--- config.mk ---
export PLATFORM = sky130hd
export DESIGN_NAME = oam_dma_ctrl
export DESIGN_NICKNAME = d
export VERILOG_FILES = /design/src/rtl/oam_dma_ctrl.sv
export SDC_FILE = /design/constraint.sdc
export NUM_CORES = 1
export LEC_CHECK = 0
export CORE_UTILIZATION = 46
export CTS_BUF_LIST = sky130_fd_sc_hd__clkbuf_8
export CTS_CLUSTER_SIZE = 12
export DETAILED_ROUTE_END_ITERATION = 10
export HOLD_SLACK_MARGIN = 0.03
export MAX_ROUTING_LAYER = met4
export PLACE_DENSITY = 0.85
export SLEW_MARGIN = 5
export SYNTH_ARGS = -nofsm -noshare
export SYNTH_HDL_FRONTEND = slang
export SYNTH_SLANG_ARGS = --single-unit
--- constraint.sdc ---
create_clock -name clk -period 2.75 [get_ports clk]
set_input_delay 0.4125 -clock clk [delete_from_list [all_inputs] [get_ports clk]]
set_output_delay 0.4125 -clock clk [all_outputs]
set_load 0.01 [all_outputs]
--- src/rtl/oam_dma_ctrl.sv ---
// Sprite DMA controller and CPU bus arbiter.
// Passes CPU cycles to the system bus while idle. A CPU write to $4014 halts
// the CPU, copies page $XX00-$XXFF to the PPU OAM data port $2004, and then
// returns the bus to the CPU.
module oam_dma_ctrl (
    input  logic        clk,
    input  logic        rst,
    input  logic [15:0] cpu_addr,
    input  logic [7:0]  cpu_dout,
    input  logic        cpu_wen,
    input  logic        cpu_ren,
    output logic [7:0]  cpu_din,
    output logic        cpu_rdy,
    output logic [15:0] bus_addr,
    output logic [7:0]  bus_dout,
    output logic        bus_wen,
    output logic        bus_ren,
    input  logic [7:0]  bus_din,
    output logic        dma_busy
);

    localparam logic [15:0] TRIG_ADDR = 16'h4014;
    localparam logic [15:0] OAM_ADDR  = 16'h2004;
    localparam logic [7:0]  LAST_IDX  = 8'hFF;

    typedef enum logic [2:0] {
        S_IDLE  = 3'd0,
        S_HALT  = 3'd1,
        S_ALIGN = 3'd2,
        S_READ  = 3'd3,
        S_WRITE = 3'd4
    } state_t;

    state_t      state;
    logic        phase;
    logic [7:0]  page;
    logic [7:0]  idx;
    logic [7:0]  data;
    logic        trig;

    // A CPU write to the trigger register; only acted on in IDLE and HALT.
    assign trig = cpu_wen && (cpu_addr == TRIG_ADDR);

    // Read data always comes straight from the system bus.
    assign cpu_din = bus_din;

    // Sequencer: state, cycle phase, source pointer, byte buffer and the
    // registered cpu_rdy/dma_busy flags, which track the next state.
    always_ff @(posedge clk) begin
        if (rst) begin
            state    <= S_IDLE;
            phase    <= 1'b0;
            page     <= 8'h00;
            idx      <= 8'h00;
            data     <= 8'h00;
            cpu_rdy  <= 1'b1;
            dma_busy <= 1'b0;
        end else begin
            phase <= ~phase;
            case (state)
                S_IDLE: begin
                    if (trig) begin
                        page     <= cpu_dout;
                        idx      <= 8'h00;
                        state    <= S_HALT;
                        cpu_rdy  <= 1'b0;
                        dma_busy <= 1'b1;
                    end
                end
                S_HALT: begin
                    // The 6502 ignores RDY on writes, so keep waiting until
                    // it sits on a read; a further $4014 write wins.
                    if (cpu_wen) begin
                        if (trig) begin
                            page <= cpu_dout;
                        end
                    end else if (phase) begin
                        state <= S_READ;
                    end else begin
                        state <= S_ALIGN;
                    end
                end
                S_ALIGN: begin
                    // Burns one cycle so every READ lands on phase 0.
                    state <= S_READ;
                end
                S_READ: begin
                    data  <= bus_din;
                    state <= S_WRITE;
                end
                S_WRITE: begin
                    idx <= idx + 8'd1;
                    if (idx == LAST_IDX) begin
                        state    <= S_IDLE;
                        cpu_rdy  <= 1'b1;
                        dma_busy <= 1'b0;
                    end else begin
                        state <= S_READ;
                    end
                end
                default: begin
                    state    <= S_IDLE;
                    cpu_rdy  <= 1'b1;
                    dma_busy <= 1'b0;
                end
            endcase
        end
    end

    // Bus mux decoded from the registered state: CPU pass-through in IDLE and
    // HALT, quiet bus in ALIGN, DMA-owned cycles in READ and WRITE.
    always_comb begin
        bus_addr = cpu_addr;
        bus_dout = cpu_dout;
        bus_wen  = cpu_wen;
        bus_ren  = cpu_ren;
        case (state)
            S_ALIGN: begin
                bus_wen = 1'b0;
                bus_ren = 1'b0;
            end
            S_READ: begin
                bus_addr = {page, idx};
                bus_dout = data;
                bus_wen  = 1'b0;
                bus_ren  = 1'b1;
            end
            S_WRITE: begin
                bus_addr = OAM_ADDR;
                bus_dout = data;
                bus_wen  = 1'b1;
                bus_ren  = 1'b0;
            end
            default: begin
                bus_addr = cpu_addr;
                bus_dout = cpu_dout;
                bus_wen  = cpu_wen;
                bus_ren  = cpu_ren;
            end
        endcase
    end

endmodule
==> results.json <==
{
  "outcome": "finished, final reports clean",
  "antenna_cells": 0,
  "syn-num-nets": 265,
  "max_cap_viol_count": 0,
  "ys_seq_area_frac": 0.3230,
  "postCtsSetupBuffers": 0,
  "peakVddDrop_v": 0.0002649,
  "reg2reg_from": "state[2]",
  "finClkSkew_ns": 0.005846,
  "synth.distinct_cells": 45,
  "syn_inst": 228,
  "async_flop_share": 0,
  "drc": 0,
  "slowest_stage": "dfxtp_1",
  "clkTransAtPathRegs_ns": 0.05,
  "startpoint": "state[1]",
  "placed_area_um2": 2510,
  "hold_start": "phase",
  "rsz0062_at_grt": "false",
  "holdWs_ns": 0.4192,
  "fin_total_pwr_uw": 918.7,
  "start_util": 0.4930,
  "finalSetupViolCount": 0,
  "final_hold_viol_count": 0,
  "yosysWarnings": 0,
  "critPathMaxFanout": 11,
  "gp_congestion": 0.8834,
  "die_y_um": 65.58,
  "grtUsageTotal": 0.2519,
  "startpoint_type": "register",
  "max_slew_margin": 0.5601,
  "grt_pass1_vias": 1709,
  "die_w_um": 65.58,
  "cts_hold_buf": 0,
  "fin_crit_ns": 2.606,
  "critPathArrivalTime_ns": 2.19,
  "grt_start_max_net_pins": 26,
  "synth_edf_count": 0,
  "drive_above_1_share": 0.1115,
  "cp_cell_sequence": "nor2_2, a21oi_2, buf_4, mux2_2, clkdlybuf4s50_1",
  "cts_buffer_depth": 2,
  "grt_pass1_wl_mm": 7.983,
  "core_um2": 3771,
  "final_nets": 324,
  "area_delta_synth_final_pct": 39.10,
  "leakage_uw": 0.0009212,
  "design_area_um2": 2586,
  "place_hpwl_mm": 3.777,
  "tns_ns": 0,
  "netlist_area_um2": 1859,
  "clk_latency_ns": 0.28,
  "drtIter0Drc": 108,
  "fillCellCount": 307,
  "routed_via_density": 5.845,
  "cts_buffers": 5,
  "rr_worst_depth": 5,
  "critPathCaptureType": "output pin",
  "cts_max_level": 2,
  "cts_num_sinks": 30,
  "antenna_found_initial": 0,
  "io_buffers": 71,
  "vias": 1958,
  "syn-mean-instance-area_um2": 8.155,
  "p_per_area_nw_per_um2": 355.2,
  "min_path_cells": 1,
  "slowest_delay_ns": 0.52,
  "slew_viol_final": 0,
  "required_ns": 2.34,
  "critPathKind": "register to output pin",
  "tightest_slew_ns": 0.6578,
  "postLayoutCoreUtil": 0.6858,
  "overflow": 0,
  "post_cts_resized": 0,
  "wl_mm": 5.187,
  "min_path_type": "register to register",
  "route.detailed.wl_per_inst_um": 15.48,
  "drtPass1Iterations": 4,
  "die_area_um2": 4300,
  "core.rowCount": 22,
  "synth-seq-cells": 30,
  "root_buffer": "clkbuf_8",
  "antenna_left": 0,
  "clock.fmax_mhz": 383.8,
  "fin_crit_sh": 0.9475,
  "cts_tree": "built",
  "io_pins": 72,
  "synthFlopType": "dfxtp_1"
}
-- sequential cells by signal, summed over array words and instances, names as in the netlist --
signal	cells
idx	8
cpu_rdy	1
page	8
phase	1
state	3
data	8
dma_busy	1
-- synth_stat cells (2+ instances only) --
| cell | instances | area (um^2) |
|---|---|---|
| and2_1 | 2 | 12.51 |
| nor2_1 | 5 | 18.77 |
| buf_1 | 3 | 11.26 |
| nor4_1 | 3 | 18.77 |
| nor3_1 | 2 | 10.01 |
| buf_2 | 5 | 25.02 |
| o22a_1 | 3 | 26.28 |
| nor2_2 | 2 | 12.51 |
| buf_6 | 2 | 22.52 |
| inv_1 | 3 | 11.26 |
| nor4_4 | 2 | 42.54 |
| nor3b_1 | 2 | 15.01 |
| mux2_2 | 8 | 90.09 |
| o21a_1 | 3 | 22.52 |
| a31oi_1 | 7 | 43.79 |
| dfxtp_1 | 30 | 600.6 |
| o21bai_1 | 2 | 15.01 |
| clkbuf_1 | 3 | 11.26 |
| nand2_1 | 28 | 105.1 |
| nand3_1 | 8 | 40.04 |
| buf_4 | 12 | 90.09 |
| a21oi_1 | 23 | 115.1 |
| nand4_1 | 9 | 56.30 |
| nor2b_1 | 7 | 43.79 |
| a22o_1 | 14 | 122.6 |
| o21ai_1 | 2 | 10.01 |
| o21ai_0 | 20 | 100.1 |
-- cell type report --
| type | instances | area, um^2 | area share |
|---|---|---|---|
| multi-input combinational | 168 | 1067 | 0.4127 |
| timing repair buffer | 79 | 770.7 | 0.2980 |
| clock buffer | 5 | 68.82 | 0.02661 |
| clock inverter | 2 | 7.507 | 0.002903 |
| inverter | 3 | 11.26 | 0.004354 |
| sequential | 30 | 600.6 | 0.2322 |
| tap | 48 | 60.06 | 0.02322 |
-- critical path, delay by kind of cell, from the launching register on --
kind | cells | cell delay (ns)
multiplexers | 1 | 0.35
buffers and inverters | 2 | 0.71
AND/OR/NAND/NOR | 1 | 0.14
AO/OA/AOI/OAI | 1 | 0.19
flip-flops | 1 | 0.52
-- per-layer routing --
metal	track usage	wire length [um]	up-vias
li1	-	-	947
met1	0.3093	2211	913
met2	0.3995	2526	89
met3	0.06771	380	9
met4	0.08152	69	0
met5	-	0	-
-- cell families (layout without fill, tap and decap cells) --
family / count (synthesis) / count (layout) / share of synthesized area
mux: 8 / 8 / 0.04845
buf+inv: 30 / 89 / 0.1030
fa+ha+maj: 1 / 1 / 0.006728
flops: 30 / 30 / 0.3230
compound gates: 81 / 81 / 0.2773
simple gates: 78 / 78 / 0.2416
-- worst paths after layout --
check                           slack [ns]          end
worst min register to register        0.42        phase
worst max-delay path                  0.14  bus_dout[2]
worst min-delay path                  0.42        phase
worst max register to register        1.04      page[0]
-- layout by cell type, fill, tap and decap left out, types with 2 or more instances in the layout --
master,Yosys,final
clkdlybuf4s50_1,0,71
o21ai_0,20,20
nor3_1,2,2
o21ai_1,2,2
nor2_1,5,5
mux2_2,8,8
o21bai_1,2,2
nor2_2,2,2
nor4_4,2,2
nand3_1,8,8
a21oi_1,23,23
a31oi_1,7,7
o21a_1,3,3
nor4_1,3,3
inv_1,3,5
and2_1,2,2
nor3b_1,2,2
nand4_1,9,9
nand2_1,28,28
buf_4,12,8
nor2b_1,7,7
a22o_1,14,14
clkbuf_8,0,5
o22a_1,3,3
dfxtp_1,30,30
-- where the power goes --
group / switching (uW) / internal, uW / total [uW]
clock network: 153 / 166 / 319
registers: 0.509 / 436 / 436
logic: 57.4 / 106 / 163
total: 211 / 708 / 919
-- stage by stage --
stage / setup slack, ns / instances
CTS: 0.1519 / 335
floorplan: 0.9806 / 228
global route: 0.04786 / 335
global placement: 0.5288 / 328
finish: 0.1444 / 335
detailed placement: 0.4628 / 328
No activity file was read; power rests on OpenSTA's default activity.
